==> src/rtl/siren_light_bar.sv <==
// Red/blue light-bar pattern sequencer and two-pitch buzzer tone generator.
// Each edge of tick_in advances the pattern by one step.
module siren_light_bar #(
  parameter int unsigned TONE_HI_DIV = 56818,
  parameter int unsigned TONE_LO_DIV = 113636
) (
  input  logic       clk,
  input  logic       rst,
  input  logic       en,
  input  logic       tick_in,
  input  logic [1:0] mode,
  output logic [3:0] led_red,
  output logic [3:0] led_blue,
  output logic       tone,
  output logic       phase
);

  localparam int unsigned CntW = $clog2(TONE_LO_DIV);
  localparam logic [CntW-1:0] HiLast = CntW'(TONE_HI_DIV - 1);
  localparam logic [CntW-1:0] LoLast = CntW'(TONE_LO_DIV - 1);

  typedef enum logic [1:0] {
    ModeOff    = 2'b00,
    ModeAlt    = 2'b01,
    ModeChase  = 2'b10,
    ModeSteady = 2'b11
  } mode_e;

  logic            tick_q;
  mode_e           mode_q;
  logic            phase_q, phase_d;
  logic [2:0]      pos_q, pos_d;
  logic [CntW-1:0] tcnt_q, tcnt_d;
  logic            tone_q, tone_d;
  logic            sel_q;

  logic            step;
  logic            mchg;
  logic            sel;       // 0 = high tone, 1 = low tone
  logic [CntW-1:0] tcnt_last;

  always_comb begin
    step = tick_in ^ tick_q;
    mchg = (mode != mode_q);

    unique case (mode_q)
      ModeAlt:   sel = phase_q;
      ModeChase: sel = pos_q[2];
      default:   sel = 1'b0;
    endcase
    tcnt_last = sel ? LoLast : HiLast;

    phase_d = phase_q;
    pos_d   = pos_q;
    tcnt_d  = tcnt_q;
    tone_d  = tone_q;

    if (!en) begin
      phase_d = 1'b0;
      pos_d   = 3'd0;
      tcnt_d  = '0;
      tone_d  = 1'b0;
    end else if (mchg) begin
      // Restart the pattern; any step arriving with the mode change is dropped.
      phase_d = 1'b0;
      pos_d   = 3'd0;
      tcnt_d  = '0;
    end else begin
      if (step) begin
        phase_d = ~phase_q;
        pos_d   = pos_q + 3'd1;
      end
      if (mode_q == ModeOff) begin
        tcnt_d = '0;
        tone_d = 1'b0;
      end else if (sel != sel_q) begin
        tcnt_d = '0;
      end else if (tcnt_q == tcnt_last) begin
        tcnt_d = '0;
        tone_d = ~tone_q;
      end else begin
        tcnt_d = tcnt_q + 1'b1;
      end
    end
  end

  // tick_q loads tick_in even in reset so no spurious step follows release.
  always_ff @(posedge clk) begin
    tick_q <= tick_in;
    mode_q <= mode_e'(mode);
    if (rst) begin
      phase_q <= 1'b0;
      pos_q   <= 3'd0;
      tcnt_q  <= '0;
      tone_q  <= 1'b0;
      sel_q   <= 1'b0;
    end else begin
      phase_q <= phase_d;
      pos_q   <= pos_d;
      tcnt_q  <= tcnt_d;
      tone_q  <= tone_d;
      sel_q   <= sel;
    end
  end

  always_comb begin
    led_red  = 4'b0000;
    led_blue = 4'b0000;
    if (en && !rst) begin
      unique case (mode_q)
        ModeOff: ;
        ModeAlt: begin
          if (phase_q) led_blue = 4'b1111;
          else         led_red  = 4'b1111;
        end
        ModeChase: begin
          if (pos_q[2]) led_blue = 4'b0001 << pos_q[1:0];
          else          led_red  = 4'b0001 << pos_q[1:0];
        end
        ModeSteady: begin
          led_red  = 4'b1111;
          led_blue = 4'b1111;
        end
      endcase
    end
  end

  assign tone  = tone_q;
  assign phase = phase_q;

endmodule

==> config.mk <==
export PLATFORM = sky130hd
export DESIGN_NAME = siren_light_bar
export DESIGN_NICKNAME = d
export VERILOG_FILES = /design/src/rtl/siren_light_bar.sv
export SDC_FILE = /design/constraint.sdc
export NUM_CORES = 1
export LEC_CHECK = 0
export CORE_ASPECT_RATIO = 0.75
export CORE_MARGIN = 5
export CORE_UTILIZATION = 45
export CTS_CLUSTER_DIAMETER = 150
export DETAILED_ROUTE_END_ITERATION = 16
export PLACE_DENSITY = 0.69
export SLEW_MARGIN = 40
export SYNTH_ARGS = -nofsm -noshare
export SYNTH_HDL_FRONTEND = slang
export SYNTH_SLANG_ARGS = --single-unit
==> constraint.sdc <==
create_clock -name clk -period 2.06 [get_ports clk]
set_input_delay 0.412 -clock clk [delete_from_list [all_inputs] [get_ports clk]]
set_output_delay 0.412 -clock clk [all_outputs]
set_load 0.005 [all_outputs]
==> impl_results.md, run 1 <==
- Met2 wire length: 1.57 mm
- Synth area leaders: dfxtp_1 (37%), ha_1 (9.7%), nor2_1 (6.3%)
- Synthesis-stage register bit count: 26
- Starting Density: 0.474
- Worst Path Required: 1.65 ns
- Critical Path AT: 1.62 ns
- Worst Path Class, Setup: in -> out
- Static Leak: 0.711 nW
- CTS tree: done
- Top-area cell type share of the netlist area: 0.366
- Yosys warnings: 0
- CTS buffer count: 3
- Slowest cell on the critical path: clkdlybuf4s50_1
- Final period utilization: 0.986
- Netlist cell types: 37
- Antenna violations before repair: 0
- Layout Nets: 209
- Final std cell area, no fill: 1880 sq um
- DRT Pass-1 Iters: 4
- Via count: 1,197
- Sequential element share of the synthesized area: 0.366
- Detail Placement HPWL: 2.39 mm
- RSZ-0062 raised after global routing: yes
- Reported max-cap violation count: 0
- Final setup vio count: 0
- Yosys top cell by area: dfxtp_1
- Die ar.: 4400 sq um
- Final Non-Filler Cells: 229
- Top achievable clock speed: 0.492 GHz
- Drt total wl: 3.29 mm
- Syn Area/Cell: 8.73 sq um
- Global-route wire length before repair: 5.33 mm
- DR WL met3: 169 microns
- DR WL/cell: 14.3 microns
- Initial DRC Count: 84
- Post-CTS Setup Repair Bufs: 0
- Crit end category: output pin
- Actual slew at the worst max-slew pin: 0.627 ns
- Run status: completed
- Critical Path Source Type: input port
- Top layer in use: met4
- PD cells: 569 nW/um^2
- Layout cells sized above 1: 0.225
- Cells after Synth: 163
- Sink Count: 26
- Vias per cell: 5.23
- Die H: 58.7 microns
- Antenna fix cells: 0
- DRC errors left: 0
- Total track usage: 0.157
- Clock root cell: clkbuf_8
- CTS clk-pin slew, worst paths: 0.09 ns
- Crit Path Max Fanout: 5
- Slew Limit Fails: 0
- Hold buffers post-CTS: 0
- Inst Count DP: 224
- M1 wire length: 1.54 mm
- Peak VDD IR: 0.423 mV
- Net Count, Synth: 180
- GPL Wtd Cong: 0.798
- Cell row count: 17
- Crit-path cells: clkdlybuf4s50_1 -> nor2b_4 -> nand2b_4 -> a21oi_2 -> dlygate4sd2_1
- Worst slew margin: 0.578
- Hold crit path type: reg -> reg
- Slowest cell delay on critical path: 0.46 ns
- Largest net degree at the start of global routing: 16
- Post-Route Skew: 0.00556 ns
- Clock Latency Late Sink: 0.27 ns
- H-tree Lvls: 1
- DIE WIDTH: 74.9 microns
- Cell area after synthesis: 1420 sq um
- Filler instances: 258
- Placed inst area: 1680 sq um
- Core box area: 3000 sq um
- Min Tclk post-route: 2.03 ns
- Final Hold Fails: 0
- PortBufs: 15
- Layout area overhead: 31.9%
- Antenna Violating Nets Remaining: 0
- Total power: 1.07 mW
- GR Overflow Total: 0
- Vias in the first global route: 1,136
- Io pins: 16
- Clk buf depth: 2
per-stage QoR:
| stage | utilization | setup WS [ns] | hold WS (ns) | TNS [ns] |
|---|---|---|---|---|
| 2_1_floorplan | - | 0.000934 | 0.426 | 0 |
| 4_1_cts | 0.610 | 0.00953 | 0.476 | 0 |
| 6_report | 0.626 | 0.0289 | 0.469 | 0 |
| 5_1_grt | 0.626 | -0.0199 | 0.498 | -0.0441 |
| 3_5_place_dp | 0.560 | -0.372 | 0.451 | -5.88 |
| 3_3_place_gp | 0.560 | -0.286 | 0.448 | -5.51 |
sequential cells by signal, indices dropped and copies added (netlist names):
name / flops
sel_q: 1
tcnt_q: 17
tone: 1
phase: 1
pos_q: 3
tick_q: 1
mode_q: 2
where the power goes:
group          internal [mW]  switching [mW]  leakage (nW)
Combinational         0.0660          0.0581         0.464
Sequential             0.507         0.00942         0.212
Clock                  0.260           0.167        0.0357
cell usage in the layout (no fill, tap or decap), types with 2 or more instances in the layout:
master,count
nor2_1,24
nor4_1,2
buf_4,13
xnor2_1,8
clkbuf_8,3
nand4_1,2
nand2_1,14
dlygate4sd2_1,8
nor3b_1,3
a21oi_1,9
ha_4,3
clkdlybuf4s50_1,6
xor2_1,10
dfxtp_4,2
nor2b_4,2
nand3_2,2
dfxtp_1,23
nand3_1,8
xnor2_2,2
nand2b_4,2
and2_1,3
ha_1,8
a21oi_4,2
inv_1,6
repair_timing:
action / in CTS / in global routing
setup endpoints to repair: 9 / 23
gates cloned: 1 / 0
pin swaps: 1 / 4
resized for setup: 25 / 11
cells in the mapped netlist, drive strengths merged:
library cell / instances
clkbuf: 2
and2: 3
nand4b: 1
nand2b: 1
and2b: 1
nor2b: 3
and4: 1
xor2: 10
nor3b: 3
a21boi: 1
nand2: 14
nor4bb: 1
nand3: 10
a211o: 1
a22o: 1
nor4: 2
ha: 11
nor2: 24
and4b: 1
xnor2: 10
buf: 3
or3: 1
a21oi: 12
dfxtp: 26
nor4b: 1
and3: 1
nand4: 2
o21bai: 1
a211oi: 1
o2111ai: 1
or4: 1
a22oi: 1
or2: 1
inv: 8
nor3: 2
final timing paths:
kind	start	to	slack, ns	depth (start not counted)
max	en	led_blue[2]	0.03	5
min	tcnt_q[0]$_SDFF_PP0_	tcnt_q[0]$_SDFF_PP0_	0.47	1
max reg2reg	mode_q[1]$_DFF_P_	tcnt_q[4]$_SDFF_PP0_	0.06	8
min reg2reg	tcnt_q[0]$_SDFF_PP0_	tcnt_q[0]$_SDFF_PP0_	0.47	1
logic make-up after synthesis:
group / count (synthesis) / synth area share
AND/OR/NAND/NOR: 74 / 0.267
flip-flops: 26 / 0.366
XOR/XNOR: 20 / 0.123
AO/OA/AOI/OAI: 19 / 0.0941
buffers and inverters: 13 / 0.0536
adder cells (fa/ha/maj): 11 / 0.0967
per-layer routing:
layer  GRT usage  vias up
met5           0        -
met4      0.0228        0
met3      0.0410        2
met2       0.249       27
met1       0.218      564
li1            -      604
layout make-up:
class,instances,area (sq um),area share
Multi-Input combinational cell,125,958,0.511
Clock inverter,1,30.0,0.0160
Timing Repair Buffer,28,238,0.127
Sequential cell,26,529,0.282
Tap cell,38,47.5,0.0253
Inverter,8,32.5,0.0173
Clock buffer,3,41.3,0.0220
critical path, delay by kind of cell:
family | cells | cell delay (ns)
compound gates | 1 | 0.14
simple gates | 2 | 0.36
buf+inv | 2 | 0.71
Power figures use the tool's default switching activity.
==> run 2, diff against run 1 <==
--- a/config.mk
+++ b/config.mk
@@ -8,7 +8,6 @@
 export CORE_ASPECT_RATIO = 0.75
 export CORE_MARGIN = 5
 export CORE_UTILIZATION = 45
-export CTS_CLUSTER_DIAMETER = 150
 export DETAILED_ROUTE_END_ITERATION = 16
 export PLACE_DENSITY = 0.69
 export SLEW_MARGIN = 40
==> results of run 2 <==
Same layout as run 1: the final DEF is identical, and so are final timing and power.
